[config.mk]
export PLATFORM = sky130hd
export DESIGN_NAME = vgm_sva_expect_sched
export DESIGN_NICKNAME = d
export VERILOG_FILES = /design/src/rtl/vgm_sva_expect_sched.sv
export SDC_FILE = /design/constraint.sdc
export NUM_CORES = 1
export LEC_CHECK = 0
export CAP_MARGIN = 10
export CORE_MARGIN = 3
export CORE_UTILIZATION = 51
export CTS_CLUSTER_DIAMETER = 30
export DETAILED_ROUTE_END_ITERATION = 7
export HOLD_SLACK_MARGIN = 0.02
export PLACE_DENSITY = 0.9
export SYNTH_ARGS = -nofsm -noshare
export SYNTH_HDL_FRONTEND = slang
export SYNTH_SLANG_ARGS = --single-unit
[constraint.sdc]
create_clock -name clk -period 3.65 [get_ports clk]
set_clock_uncertainty 0.05 [all_clocks]
set_input_delay 0.73 -clock clk [delete_from_list [all_inputs] [get_ports clk]]
set_output_delay 0.73 -clock clk [all_outputs]
set_load 0.05 [all_outputs]
[src/rtl/vgm_sva_expect_sched.sv]
// Shared assertion-checker scheduler: round-robin grant, arm, timed pass/fail watch,
// single registered result per check plus sticky pass/fail flags.
module vgm_sva_expect_sched #(
    parameter int NUM_REQ   = 4,
    parameter int TIMEOUT_W = 8,
    parameter int ID_W      = $clog2(NUM_REQ)
) (
    input  logic                           clk,
    input  logic                           rst,
    input  logic [NUM_REQ-1:0]             req,
    input  logic [NUM_REQ*TIMEOUT_W-1:0]   req_timeout,
    input  logic                           checker_pass,
    input  logic                           checker_fail,
    output logic [NUM_REQ-1:0]             gnt,
    output logic                           arm,
    output logic                           busy,
    output logic                           done,
    output logic [ID_W-1:0]                done_id,
    output logic [1:0]                     result,
    output logic                           pass_called,
    output logic                           fail_called
);

    typedef enum logic [1:0] {
        S_IDLE,
        S_ARM,
        S_WAIT,
        S_REPORT
    } state_t;

    localparam logic [1:0] RES_NONE    = 2'b00;
    localparam logic [1:0] RES_PASS    = 2'b01;
    localparam logic [1:0] RES_FAIL    = 2'b10;
    localparam logic [1:0] RES_TIMEOUT = 2'b11;

    state_t               state, state_nxt;
    logic [ID_W-1:0]      last_id, last_id_nxt;
    logic [ID_W-1:0]      id, id_nxt;
    logic [TIMEOUT_W-1:0] t_lat, t_lat_nxt;
    logic [TIMEOUT_W-1:0] cnt, cnt_nxt;
    logic [NUM_REQ-1:0]   gnt_r, gnt_nxt;
    logic                 arm_r, arm_nxt;
    logic                 busy_r, busy_nxt;
    logic                 done_r, done_nxt;
    logic [ID_W-1:0]      done_id_r, done_id_nxt;
    logic [1:0]           result_r, result_nxt;
    logic                 pass_r, pass_nxt;
    logic                 fail_r, fail_nxt;

    logic                 pick_valid;
    logic [ID_W-1:0]      pick_id;
    logic [TIMEOUT_W-1:0] pick_t;

    // Round-robin search starts just after the last winner, so it has lowest priority.
    // NOTE: every always_comb output gets a default first; a missed path would infer a latch.
    always_comb begin
        pick_valid = 1'b0;
        pick_id    = '0;
        for (int i = 1; i <= NUM_REQ; i++) begin
            if (!pick_valid && req[ID_W'((int'(last_id) + i) % NUM_REQ)]) begin
                pick_valid = 1'b1;
                pick_id    = ID_W'((int'(last_id) + i) % NUM_REQ);
            end
        end
        pick_t = req_timeout[int'(pick_id)*TIMEOUT_W +: TIMEOUT_W];
    end

    always_comb begin
        state_nxt   = state;
        last_id_nxt = last_id;
        id_nxt      = id;
        t_lat_nxt   = t_lat;
        cnt_nxt     = cnt;
        gnt_nxt     = gnt_r;
        arm_nxt     = 1'b0;
        busy_nxt    = busy_r;
        done_nxt    = 1'b0;
        done_id_nxt = done_id_r;
        result_nxt  = result_r;
        pass_nxt    = pass_r;
        fail_nxt    = fail_r;

        unique case (state)
            S_IDLE: begin
                if (pick_valid) begin
                    state_nxt        = S_ARM;
                    id_nxt           = pick_id;
                    last_id_nxt      = pick_id;
                    t_lat_nxt        = pick_t;
                    gnt_nxt          = '0;
                    gnt_nxt[pick_id] = 1'b1;
                    arm_nxt          = 1'b1;
                    busy_nxt         = 1'b1;
                    pass_nxt         = 1'b0;
                    fail_nxt         = 1'b0;
                end
            end
            S_ARM: begin
                state_nxt = S_WAIT;
                cnt_nxt   = t_lat;
            end
            S_WAIT: begin
                // Fail outranks pass, but a coincident pass still sets its own flag.
                if (checker_fail) begin
                    fail_nxt   = 1'b1;
                    pass_nxt   = pass_r | checker_pass;
                    result_nxt = RES_FAIL;
                end else if (checker_pass) begin
                    pass_nxt   = 1'b1;
                    result_nxt = RES_PASS;
                end else if (cnt == '0) begin
                    result_nxt = RES_TIMEOUT;
                end else begin
                    cnt_nxt = cnt - TIMEOUT_W'(1);
                end
                if (checker_fail || checker_pass || cnt == '0) begin
                    state_nxt   = S_REPORT;
                    done_nxt    = 1'b1;
                    done_id_nxt = id;
                end
            end
            S_REPORT: begin
                state_nxt = S_IDLE;
                gnt_nxt   = '0;
                busy_nxt  = 1'b0;
            end
            default: begin
                state_nxt = S_IDLE;
            end
        endcase
    end

    // NOTE: sequential state uses non-blocking assignments so all registers update together.
    always_ff @(posedge clk) begin
        if (rst) begin
            state     <= S_IDLE;
            last_id   <= ID_W'(NUM_REQ - 1);
            id        <= '0;
            t_lat     <= '0;
            cnt       <= '0;
            gnt_r     <= '0;
            arm_r     <= 1'b0;
            busy_r    <= 1'b0;
            done_r    <= 1'b0;
            done_id_r <= '0;
            result_r  <= RES_NONE;
            pass_r    <= 1'b0;
            fail_r    <= 1'b0;
        end else begin
            state     <= state_nxt;
            last_id   <= last_id_nxt;
            id        <= id_nxt;
            t_lat     <= t_lat_nxt;
            cnt       <= cnt_nxt;
            gnt_r     <= gnt_nxt;
            arm_r     <= arm_nxt;
            busy_r    <= busy_nxt;
            done_r    <= done_nxt;
            done_id_r <= done_id_nxt;
            result_r  <= result_nxt;
            pass_r    <= pass_nxt;
            fail_r    <= fail_nxt;
        end
    end

    assign gnt         = gnt_r;
    assign arm         = arm_r;
    assign busy        = busy_r;
    assign done        = done_r;
    assign done_id     = done_id_r;
    assign result      = result_r;
    assign pass_called = pass_r;
    assign fail_called = fail_r;

endmodule

==> results.toml <==
[floorplan]
placement_rows = 21
coreArea_um2 = 3468
die_h_um = 67.31
die-area_um2 = 4530
io_pins = 53
die_w_um = 67.31
initial_core_util_pct = 55.27

[grt]
grt_overflow = 0
grt_usage_pct = 23.88
grt_pass1_wl_mm = 8.079
grt_pass1_vias = 1744
antenna_found_initial = 0
grt_max_degree = 20

[timing]
drv_slew = 0
min_period_ns = 2.591
clock.fmax_mhz = 386.0
post-route-period-util_pct = 70.98
tightest_slew_ns = 0.8177
slew-limit-headroom_pct = 45.32
finalSetupTns_ns = 0
setup_violations = 0
hold_viol = 0
rsz0062_at_grt = "false"

[pwr]
p_leak_nw = 0.9787
cellPowerDensity_nw_per_um2 = 809.9
ir_drop_mv = 0.6537

[synthesis]
synthesis.nets = 273
synthTopCellsByArea = "dfxtp_1 (37%), nor2_1 (6.5%), mux2i_1 (5.7%)"
synth-edff-count = 0
synth.avg_cell_area_um2 = 8.444
synth_cell_types = 48
yosysSeqAreaShare_pct = 36.55
netlist.area_leader.share_pct = 36.55
synth_seq_cells = 35
ys_warn_count = 0
synth_common_cells = "dfxtp_1 (35), nor2_1 (33), nand2_1 (19)"
ys_async_sr_fraction_pct = 0
synth_most_common_cell = "dfxtp_1"
syn_inst = 227
yosysTopAreaCell = "dfxtp_1"
syn-cell-area_um2 = 1917
synthFlopType = "dfxtp_1"

[finish]
diodes = 0
fin_cells = 323
nFillCells = 282
drive_gt1_share_pct = 6.498
fin_nets = 322
area_delta_synth_final_pct = 32.64

[critical_path]
crit_path_start_kind = "register"
r2r-start = "state[0]"
path_cells = "inv_1 > ha_1 > nor3b_1 > o21ai_2 > and2_1 > or2_2 > a21oi_1"
crit_path_top_delay_cell = "ha_1"
endpoint_kind = "register"
slowest_delay_ns = 0.54
r2r-end = "cnt[6]"
criticalPathCategory = "register to register"
critPathRequiredTime_ns = 3.81
r2r_cells = 7
crit_fanout = 17
arrival_ns = 2.75
regToRegSetupSlack_ns = 1.06

[detailed_routing]
ant_nets = 0
wirelength_mm = 4.882
routedWlPerCell_um = 15.11
drt_iter0_drc = 133
drt_first_pass_iters = 4
vias = 1831
drc = 0
via_per_inst = 5.669

[job]
cap_violations = 0

[placement]
place.gp.congestion = 0.8950
port_buffers = 52
placedCellCount = 315
hpwl_mm = 3.474

[hold_path]
worstHoldEndpoint = "gnt[0]"
hp-class = "register to register"
min_path_cells = 2
hp-start = "gnt[0]"

[clock_tree]
cts.path.max_buffers = 2
worstSkewPairLatency_ns = 0.30
cts_hold_buf = 0
cts_tree = "done"
ctsRootBufferMaster = "clkbuf_8"
cts_sinks = 35
cts_made_buffers = 5
path_clk_slew_ns = 0.07
cts_setup_buffers = 0
ctsResizeCount = 0
htreeDepth = 2

[run_status]
status = "finished clean"
[worst max path at each step]
stage	startpoint	end	slack (ns)	cells past startpoint
final	state[0]	cnt[6]	1.06	7
after floorplan	req[0]	t_lat[7]	1.43	6
after global placement	req[3]	t_lat[6]	0.85	6
after CTS	req[3]	t_lat[6]	1.05	5
after global routing	req[3]	t_lat[6]	0.80	5
after detailed placement	req[0]	t_lat[7]	0.81	6
[metal layers]
| metal | wire length [um] | global-route usage (%) | vias to the layer above |
|---|---|---|---|
| met5 | 0 | 0 | - |
| met4 | 110 | 10.63 | 0 |
| met3 | 306 | 5.990 | 12 |
| met2 | 2213 | 37.55 | 57 |
| met1 | 2251 | 30.83 | 841 |
| li1 | - | - | 921 |
[placed cells by master, fill, tap and decap left out, types with 2 or more instances in the layout]
master            n
a2111oi_1         7
a211oi_1         12
a21boi_0         10
a21o_1            2
a21oi_1          18
a31oi_1           2
a32oi_1           2
buf_4             2
clkbuf_8          6
clkdlybuf4s50_1  52
dfxtp_1          35
ha_1              6
inv_1             7
mux2i_1          11
nand2_1          19
nand2b_1          3
nand3_1           4
nand3b_1          5
nor2_1           33
nor2b_1           5
nor3_1            5
nor4_1            2
o21ai_0           6
[cell families after synthesis]
| group | synth area share (%) |
|---|---|
| buffers and inverters | 6.005 |
| multiplexers | 5.744 |
| adder cells (fa/ha/maj) | 3.916 |
| AO/OA/AOI/OAI | 26.37 |
| flip-flops | 36.55 |
| AND/OR/NAND/NOR | 20.95 |
| XOR/XNOR | 0.4570 |
[per-stage QoR]
stage / utilization [%] / area [um2] / total power, mW / hold WS (ns) / setup slack [ns]
final: 73.30 / 2542 / 2.059 / 0.4201 / 1.059
after global routing: 73.30 / 2542 / 2.210 / 0.4585 / 0.8010
after CTS: 73.30 / 2542 / 2.059 / 0.4208 / 1.055
after detailed placement: 69.91 / 2425 / 1.686 / 0.4072 / 0.8137
after global placement: 69.91 / 2425 / 1.667 / 0.3967 / 0.8519
after floorplan: - / 1917 / 1.439 / 0.3857 / 1.432
[sequential cells by signal, indices dropped and copies added, names as in the netlist]
signal and count:
cnt 8, t_lat 8, gnt 4, done_id 2, id 2, last_id 2
result 2, state 2, arm 1, busy 1, done 1, fail_called 1
pass_called 1
[report_power, final]
group / total, mW / leakage, nW / switching, mW / internal (mW)
combinational: 1.05 / 0.630 / 0.646 / 0.408
sequential: 0.639 / 0.288 / 0.113 / 0.526
clock: 0.366 / 0.0612 / 0.145 / 0.221
total: 2.06 / 0.979 / 0.904 / 1.15
[final cells by class]
class                      instances  area (um2)  area share (%)
tap                               46       57.56           2.264
clock inverter                     2       35.03           1.378
multi-input combinational        172        1101           43.31
clock buffer                       6       82.58           3.248
sequential                        35       700.7           27.56
inverter                           8       30.03           1.181
timing repair buffer              54       535.5           21.06
[critical path, delay by kind of cell, from the launching register on]
family	cells	cell delay, ns
DFF	1	0.33
buffers and inverters	1	0.10
adders and majority gates	1	0.54
AOI/OAI and AO/OA	2	0.29
and+or+nand+nor	3	1.18
Power figures use the tool's default switching activity.
